`src/rtl/riscv_chk_history.sv`:
```
// 4-deep ring of {NUM_INST, OUTPUT_PORT} snapshots, pushed when NUM_INST changes while run is high.
module riscv_chk_history (
    input  logic        clk,
    input  logic        rst,
    input  logic        run,
    input  logic [31:0] num_inst,
    input  logic [31:0] output_port,
    input  logic [1:0]  rd_idx,
    output logic [63:0] rd_data
);

    logic [63:0] ring [4];
    logic [1:0]  wr_ptr;
    logic [2:0]  fill;
    logic [31:0] prev_num;
    logic [1:0]  rd_ptr;

    always_ff @(posedge clk or posedge rst) begin
        if (rst) begin
            for (int i = 0; i < 4; i++) ring[i] <= '0;
            wr_ptr   <= '0;
            fill     <= '0;
            prev_num <= '0;
        end else begin
            prev_num <= num_inst;
            if (run && (num_inst != prev_num)) begin
                ring[wr_ptr] <= {num_inst, output_port};
                wr_ptr       <= wr_ptr + 2'd1;
                if (fill != 3'd4) fill <= fill + 3'd1;
            end
        end
    end

    // Index 0 is the newest entry; slots never written read as zero.
    assign rd_ptr  = wr_ptr - 2'd1 - rd_idx;
    assign rd_data = ({1'b0, rd_idx} < fill) ? ring[rd_ptr] : '0;

endmodule

```
`config.mk`:
```
export PLATFORM = sky130hd
export DESIGN_NAME = riscv_chk_history
export DESIGN_NICKNAME = d
export VERILOG_FILES = /design/src/rtl/riscv_chk_history.sv
export SDC_FILE = /design/constraint.sdc
export NUM_CORES = 1
export LEC_CHECK = 0
export CAP_MARGIN = 10
export CORE_ASPECT_RATIO = 0.8
export CORE_MARGIN = 4
export CORE_UTILIZATION = 50
export CTS_CLUSTER_SIZE = 40
export DETAILED_ROUTE_END_ITERATION = 7
export GPL_TIMING_DRIVEN = 0
export PLACE_DENSITY = 0.71
export SLEW_MARGIN = 20
export SYNTH_ARGS = -nofsm -noshare
export SYNTH_HDL_FRONTEND = slang
export SYNTH_SLANG_ARGS = --single-unit
```
`constraint.sdc`:
```
create_clock -name clk -period 11.63 [get_ports clk]
set_input_delay 2.326 -clock clk [delete_from_list [all_inputs] [get_ports clk]]
set_output_delay 2.326 -clock clk [all_outputs]
set_load 0.01 [all_outputs]
```
==> results.py <==
metrics = {
    "yosys": {
        "yosys.area.top_type_share_pct": 55.9,
        "synth_cell_types": 22,
        "seq_area_frac_synth_pct": 55.9,
        "syn-num-nets": 878,
        "yosys_register_bits": 293,
        "synth_area_leaders": "dfrtp_1, mux2_2, mux4_2",
        "avgSynthCellArea_um2": 16.4,
        "yosys.area.top_type": "dfrtp_1",
        "synth_area_um2": 13100,
        "synthCells": 801,
        "yosys_warnings": 0,
    },
    "timing": {
        "min_period_over_period_pct": 71.0,
        "relSlewSlack_pct": 41.7,
        "finClkSkew_ps": 19.5,
        "setup_violations": 0,
        "hold_slack_ps": 481,
        "fmax_ghz": 0.121,
        "worst-slew-pin-transition_ps": 870,
        "rsz0062_at_grt": "false",
        "finalHoldViolations": 0,
        "period_minus_slack_ps": 8260,
        "setup_ws_ps": 3370,
        "drv_slew": 0,
    },
    "grt": {
        "grt_max_degree": 104,
        "grt_pass1_wl_um": 44400,
        "grt_pass1_vias": 7699,
        "gr-total-overflow": 0,
        "grt_usage_pct": 19.1,
        "antenna_found_initial": 0,
    },
    "pwr": {
        "clock_power_share_pct": 19.5,
        "ir_drop_mv": 0.178,
        "p_leak_nw": 6.54,
        "power_frac_seq_pct": 33.5,
        "combPwrFrac_pct": 47.1,
        "p_sw_share_pct": 30.3,
        "p_int_mw": 3.57,
        "power_mw": 5.12,
        "powerDensity_nw_per_um2": 320,
        "switchingPower_mw": 1.55,
    },
    "clock_network": {
        "cts_buffer_depth": 3,
        "clk_latency_ps": 550,
        "h-tree-depth": 1,
        "cts.sinks": 293,
        "cts_tree": "done",
        "cts.reportedPaths.clkPinSlew_ps": 60,
        "cts_setup_buffers": 0,
        "cts_resized": 0,
        "cts_buffers": 29,
        "holdBufCountCts": 0,
        "cts_root_buf": "clkbuf_16",
    },
    "critical_path": {
        "crit_path_start": "rd_idx[0]",
        "criticalPathCategory": "in -> out",
        "start_kind": "primary input",
        "endpoint_kind": "output pin",
        "critPathMaxFanout": 10,
        "worstRegToRegCells": 6,
        "required_ps": 9300,
        "reg2reg_from": "prev_num[23]",
        "worstPathArrival_ps": 5930,
    },
    "final_layout": {
        "layout_commonest_cell": "dfrtp_1",
        "drive_gt1_share_pct": 29.2,
        "layout_common_cells": "dfrtp_1, mux2_2, clkdlybuf4s50_1, mux2_1",
        "fin_util_pct": 62.5,
        "final_net_count": 1044,
        "antennaDiodeCount": 0,
        "synthToLayoutAreaGrowth_pct": 21.9,
    },
    "die": {
        "top_level_ports": 133,
        "die_area_um2": 28900,
        "rows": 52,
        "core_area_um2": 25600,
        "chipWidth_um": 189,
        "die_y_um": 153,
        "start_util_pct": 51.3,
    },
    "placed_design": {
        "routabilityCongestion": 0.746,
        "dp_slack_ps": 3300,
        "hpwl_um": 17900,
        "port_buffers": 132,
    },
    "detailed_routing": {
        "drt-pass1-iter-count": 5,
        "drc_errors": 0,
        "wl_per_cell_um": 20.2,
        "drt-vias-per-instance": 5.36,
        "ant_nets": 0,
        "drt_wl_total_um": 27100,
        "vias": 7183,
        "drtIter0Drc": 333,
    },
    "status": {
        "status": "finished clean",
    },
    "hold_path": {
        "hold_depth": 1,
        "hp-start": "ring[164]",
        "hp-class": "reg -> reg",
    },
    "flow_run": {
        "maxCapViolations": 0,
    },
}
-- power groups by stage --
| stage | Clock, mW | Sequential (mW) | Combinational, mW |
|---|---|---|---|
| floorplan | 0 | 1.65 | 1.58 |
| global placement | 0 | 1.72 | 2.41 |
| detailed placement | 0 | 1.73 | 2.45 |
| CTS | 1.02 | 1.71 | 2.46 |
| global route | 1.06 | 1.77 | 2.61 |
| finish | 0.997 | 1.71 | 2.41 |
-- worst max-delay path, stage by stage --
cell             delay, ps
clkdlybuf4s50_1        490
inv_1                   60
ha_1                   270
buf_2                  350
clkbuf_1               710
buf_1                  580
mux4_2                 330
nor2b_1                240
clkdlybuf4s50_1        590
-- per-layer routing --
metal / global-route usage, % / vias up / share of wire [%]
met5: 0 / - / 0
met4: 3.12 / 0 / 1.5
met3: 3.19 / 32 / 3.8
met2: 29.3 / 125 / 46
met1: 29.5 / 3782 / 49
li1: - / 3244 / -
-- synthesized netlist by cell type --
cell type  number
a21boi_0        1
nor4_4          2
xor2_1          1
mux2_1        127
mux2_2        132
nand4_1         8
buf_1           1
a21oi_4         4
clkbuf_1       11
xnor2_1        34
buf_2           7
ha_1            8
nor2b_1        64
nand2b_1        1
inv_1           7
xnor2_2         1
dfrtp_1       293
o21ai_0         1
nand2_1         7
a21oi_1         3
mux4_2         64
buf_6          24
-- registers in the layout, indices dropped and copies added (netlist names) --
signal    flops
fill          3
prev_num     32
ring        256
wr_ptr        2
-- cell type report --
cell class | count | area (um2)
multi-input cells | 458 | 5400
repair buffers | 135 | 1390
clock inverters | 11 | 161
plain buffers | 43 | 350
well taps | 351 | 439
fillers | 1921 | 9590
clock buffers | 42 | 875
inverters | 7 | 33.8
flip-flops and latches | 293 | 7330
-- logic make-up after synthesis --
logic type / synth area share (%)
multiplexers: 33.2
flip-flops: 55.9
AND/OR/NAND/NOR: 4.01
buffers and inverters: 2.87
XOR/XNOR: 2.46
AO/OA/AOI/OAI: 0.706
adder cells (fa/ha/maj): 0.764
-- stage by stage --
step           TNS, ps  area (um2)  std cells
6_report             0       16000       1340
4_1_cts              0       16000       1340
3_3_place_gp   -741940       14900       1284
3_5_place_dp         0       14900       1287
2_1_floorplan        0       13100        801
5_1_grt              0       16000       1340
-- path summary, 6_finish.rpt --
kind	to	slack, ps
min in group asynchronous	ring[14]	2280
hold reg to reg	ring[164]	480
hold / removal	ring[164]	480
max in group asynchronous	ring[32]	7970
setup reg to reg	ring[120]	8860
setup / recovery	rd_data[51]	3370
Note: power is estimated with default switching activity, not from simulation.
